`src/rtl/mod_counter_chain.sv`:
```
// rtl/mod_counter_chain.sv - cascaded programmable-modulus BCD counter chain
//
// Ports:
//   clk       rising-edge clock
//   rset      synchronous active-low reset
//   en        count enable, one step per clk while high
//   up        direction: 1 = increment, 0 = decrement
//   load      synchronous parallel load of load_val
//   load_val  load value, digit i in [4i+3:4i]
//   mode      modulus of digit i in [4i+3:4i] (<2 acts as 1, >10 acts as 10)
//   count     current count, digit i in [4i+3:4i]
//   digit_tc  combinational terminal-count flag per digit
//   ov        registered chain-wrap flag
//
// Optional feature: define MOD_CHAIN_SAT_EN to saturate at all-max / all-zero
// instead of wrapping; ov then becomes sticky until load or reset.

module mod_counter_chain #(
   parameter int DIGITS = 6,
   parameter int DW     = 4
) (
   input  logic                 clk,
   input  logic                 rset,
   input  logic                 en,
   input  logic                 up,
   input  logic                 load,
   input  logic [DIGITS*DW-1:0] load_val,
   input  logic [DIGITS*DW-1:0] mode,
   output logic [DIGITS*DW-1:0] count,
   output logic [DIGITS-1:0]    digit_tc,
   output logic                 ov
);

   localparam logic [DW-1:0] ONE = DW'(1);
   localparam logic [DW-1:0] TWO = DW'(2);
   localparam logic [DW-1:0] TEN = DW'(10);

   logic [DIGITS*DW-1:0] count_q;
   logic                 ov_q;

   logic [DIGITS*DW-1:0] step_val;
   logic [DIGITS*DW-1:0] load_fix;
   logic [DIGITS-1:0]    tc;
   // carry[i] is the carry into digit i; carry[DIGITS] is the whole-chain wrap
   logic [DIGITS:0]      carry;
   logic                 wrap;

   logic [DW-1:0] d;
   logic [DW-1:0] md;
   logic [DW-1:0] m;
   logic [DW-1:0] mx;
   logic [DW-1:0] nd;
   logic [DW-1:0] lv;

   always_comb begin
      step_val = '0;
      load_fix = '0;
      tc       = '0;
      carry    = '0;
      d        = '0;
      md       = '0;
      m        = ONE;
      mx       = '0;
      nd       = '0;
      lv       = '0;
      carry[0] = en;
      for (int i = 0; i < DIGITS; i++) begin
         d  = count_q[i*DW +: DW];
         md = mode[i*DW +: DW];
         lv = load_val[i*DW +: DW];

         if (md < TWO) begin
            m = ONE;
         end else if (md > TEN) begin
            m = TEN;
         end else begin
            m = md;
         end
         mx = m - ONE;

         // Out-of-range values count as terminal when going up so they wrap to 0
         tc[i]        = up ? (d >= mx) : (d == '0);
         carry[i + 1] = carry[i] & tc[i];

         if (!carry[i]) begin
            nd = d;
         end else if (up) begin
            nd = (d >= mx) ? '0 : d + ONE;
         end else begin
            // Out-of-range values going down resolve to the digit maximum
            nd = ((d == '0) || (d >= m)) ? mx : d - ONE;
         end

         step_val[i*DW +: DW] = nd;
         load_fix[i*DW +: DW] = (lv >= m) ? '0 : lv;
      end
      wrap = carry[DIGITS];
   end

   always_ff @(posedge clk) begin
      if (!rset) begin
         count_q <= '0;
         ov_q    <= 1'b0;
      end else if (load) begin
         count_q <= load_fix;
         ov_q    <= 1'b0;
`ifdef MOD_CHAIN_SAT_EN
      end else if (en) begin
         // A wrapping step becomes a hold; ov stays set until load or reset
         if (wrap) begin
            ov_q <= 1'b1;
         end else begin
            count_q <= step_val;
         end
      end
`else
      end else begin
         ov_q <= wrap;
         if (en) begin
            count_q <= step_val;
         end
      end
`endif
   end

   assign count    = count_q;
   assign digit_tc = tc;
   assign ov       = ov_q;

endmodule
```
`config.mk`:
```
export PLATFORM = sky130hd
export DESIGN_NAME = mod_counter_chain
export DESIGN_NICKNAME = d
export VERILOG_FILES = /design/src/rtl/mod_counter_chain.sv
export SDC_FILE = /design/constraint.sdc
export NUM_CORES = 1
export LEC_CHECK = 0
export CORE_MARGIN = 5
export CORE_UTILIZATION = 50
export CTS_CLUSTER_DIAMETER = 80
export DETAILED_ROUTE_END_ITERATION = 6
export GPL_TIMING_DRIVEN = 1
export HOLD_SLACK_MARGIN = 0.05
export PLACE_DENSITY = 0.77
export SLEW_MARGIN = 30
export SYNTH_ARGS = -nofsm -noshare
export SYNTH_HDL_FRONTEND = slang
export SYNTH_SLANG_ARGS = --single-unit
```
`constraint.sdc`:
```
create_clock -name clk -period 4.7 [get_ports clk]
set_input_delay 0.705 -clock clk [delete_from_list [all_inputs] [get_ports clk]]
set_output_delay 0.705 -clock clk [all_outputs]
set_load 0.01 [all_outputs]
```
==> results of run 1 <==
[synthesized netlist by cell type (all sizes together) (13+ instances only)]
| cell type | count | share of area (%) |
|---|---|---|
| ha | 90 | 26 |
| inv | 48 | 4.1 |
| a21oi | 33 | 3.8 |
| nor2 | 29 | 2.5 |
| nand2 | 26 | 2.2 |
| o21ai | 26 | 3.0 |
| dfxtp | 25 | 11 |
| nand2b | 19 | 2.9 |
| clkbuf | 14 | 1.2 |
| nor3 | 14 | 1.7 |
| xnor2 | 14 | 2.8 |
| a21o | 13 | 2.2 |
[sequential cells by signal, summed over array words and instances (netlist names)]
name / flops
ov: 1
count: 24
[per-stage QoR]
stage	hold WS, ps	setup TNS (ps)	util (%)	std cells	worst slack (ps)
finish	608	0	62.0	720	138
global route	651	-45.7	62.0	720	-45.7
CTS	605	0	61.9	720	174
detailed placement	592	0	61.4	716	180
global placement	575	0	61.4	716	273
floorplan	560	0	-	539	1350
[cells in the final DEF (no fill, tap or decap), drive strengths merged, types with 4 or more instances in the layout]
cell	n
and2	6
a21o	13
a22oi	5
or3	4
xor2	12
nor3	14
inv	48
o31ai	11
nand3	12
buf	6
nand2b	19
a21oi	33
mux2	5
xnor2	14
a2111oi	5
mux2i	9
o21a	9
dfxtp	25
a31o	4
a31oi	9
nor4	4
maj3	6
nand2	26
o21bai	4
nor3b	9
nor2	29
ha	90
o21ai	26
clkdlybuf4s50	83
a211oi	12
o211ai	5
[final timing paths]
kind                          start                     end  slack [ps]  cells after the start
max reg2reg   count[0]$_SDFFE_PN0P_  count[17]$_SDFFE_PN0P_        1980                      8
min reg2reg  count[20]$_SDFFE_PN0P_  count[20]$_SDFFE_PN0P_         610                      2
min          count[20]$_SDFFE_PN0P_  count[20]$_SDFFE_PN0P_         610                      2
max                        mode[19]             digit_tc[4]         140                     12
[kinds of logic after synthesis]
| group | synth area share, % |
|---|---|
| and+or+nand+nor | 16.8 |
| xor gates and xnor gates | 5.19 |
| muxes | 3.42 |
| DFF | 11.4 |
| AOI/OAI and AO/OA | 29.8 |
| adders and majority gates | 27.0 |
| buffers and inverters | 6.33 |
[layer usage]
metal / GRT usage [%] / share of wire [%]
met1: 29.7 / 47
met2: 36.9 / 48
met3: 2.55 / 4.5
met4: 2.87 / 0.48
met5: 0 / 0
[what timing repair did]
item                                    in CTS  in global routing
endpoints found under the setup margin       0                  1
setup buffers                                0                  0
hold endpoints to repair                     0                  0
gates resized for setup                      0                  1
[report_power, final]
group / switching (mW) / internal [mW]
Combinational: 0.336 / 0.325
Sequential: 0.0439 / 0.229
Clock: 0.0677 / 0.0593
[worst min-delay path, delay by kind of cell, from the launching register on]
family	cells	cell delay [ps]
multiplexers	1	60
flip-flops	1	400
AND/OR/NAND/NOR	1	100
[cell type report]
| class | count | area [sq um] |
|---|---|---|
| tap | 108 | 135 |
| fill | 753 | 3280 |
| clock buffer | 3 | 41.3 |
| clock inverter | 1 | 5.00 |
| inverter | 48 | 180 |
| timing repair buffer | 89 | 876 |
| multi-input combinational | 446 | 3610 |
| sequential | 25 | 500 |
==> flow_summary.ini, run 1 <==
[outcome]
status = finished, final reports clean

[setup_path]
cp_slowest_stage_delay_ps = 540
cp_top_family = buffers and inverters
cp_max_fo = 4
cp_data_arrival_time_ps = 3860
critPathBufInv = 5
crit_required_ps = 3990
crit_path_end_kind = output pin
crit_path_start_kind = input port
cp_cell_sequence = clkdlybuf4s50_1 -> inv_1 -> maj3_1 -> inv_1 -> ha_1 -> ha_1 -> a21bo_2 -> a21oi_1 -> nor3_2 -> or2_2 -> inv_1 -> clkdlybuf4s50_1
slowest_stage = clkdlybuf4s50_1
worstSetupPathType = in2out
path_common_cell = inv_1

[cts]
cts.sinks = 25
cts_buffer_depth = 2
cts-buffers-inserted = 3
clock_latency_ps = 270
path_clk_slew_ps = 90
ctsHoldBuffers = 0
cts-root-buf = clkbuf_8
cts_tree = yes
cts_max_level = 1

[synth]
async_reset_ff_share_pct = 0
syn_inst = 539
synth_nets = 682
yosys_warnings = 0
ys_ff_latch = 25
synth_edf_count = 0
ys.flop_type = dfxtp_1
synth-seq-area-share_pct = 11.4
syn_avg_cell_area_sq_um = 8.14
syn_area_sq_mm = 0.00439
ys_types = 75

[floorplan]
rows = 34
pin_count = 84
die_x_um = 104
initial_core_util_pct = 50.8
fp.coreArea_sq_mm = 0.00864
die_h_um = 104
die_area_sq_mm = 0.0107

[sta]
slew_violations = 0
post-route-period-util_pct = 97.1
tightest_slew_ps = 742
slew_headroom_pct = 50.5
max_freq_mhz = 219
fin_skew_ps = 1.97
setup_viol = 0
period_minus_slack_ps = 4560
finalHoldViolCount = 0

[placed_design]
place_congestion = 0.934
place_area_sq_mm = 0.00530
hpwlAfterDp_mm = 9.61
io_buffers = 83

[grt]
overflow = 0
grtUsageTotal_pct = 21.6
grt_max_degree = 28
grt_pass1_wl_mm = 20.6
first_global_vias = 4382
antenna_found_initial = 0

[drt]
drtAntennaViolNets = 0
drtIter0Drc = 228
wl_per_cell_um = 16.6
drc = 0
num_vias = 4283
routed_wl_mm = 12.0
viasPerCell = 5.95
drt_first_pass_iters = 5

[final_layout]
antenna_cells = 0
layout-drive-gt1-share_pct = 6.37
final_nets = 756
syn2layout_area_growth_pct = 22.0
design_area_sq_mm = 0.00535

[worst_hold_path]
holdCritPathClass = reg2reg

[pwr]
p_per_area_mw_per_mm2 = 198
p_leak_nw = 2.36
finalPower_mw = 1.06
vdd_drop_max_mv = 0.128

[job]
max_cap_viol_count = 0
(Power assumes the default switching activity.)
==> run 2, diff against run 1 <==
Settings changed: SLEW_MARGIN 30 to not set.
==> results of run 2 <==
Same layout as run 1: the final DEF is identical, and so are final timing and power.
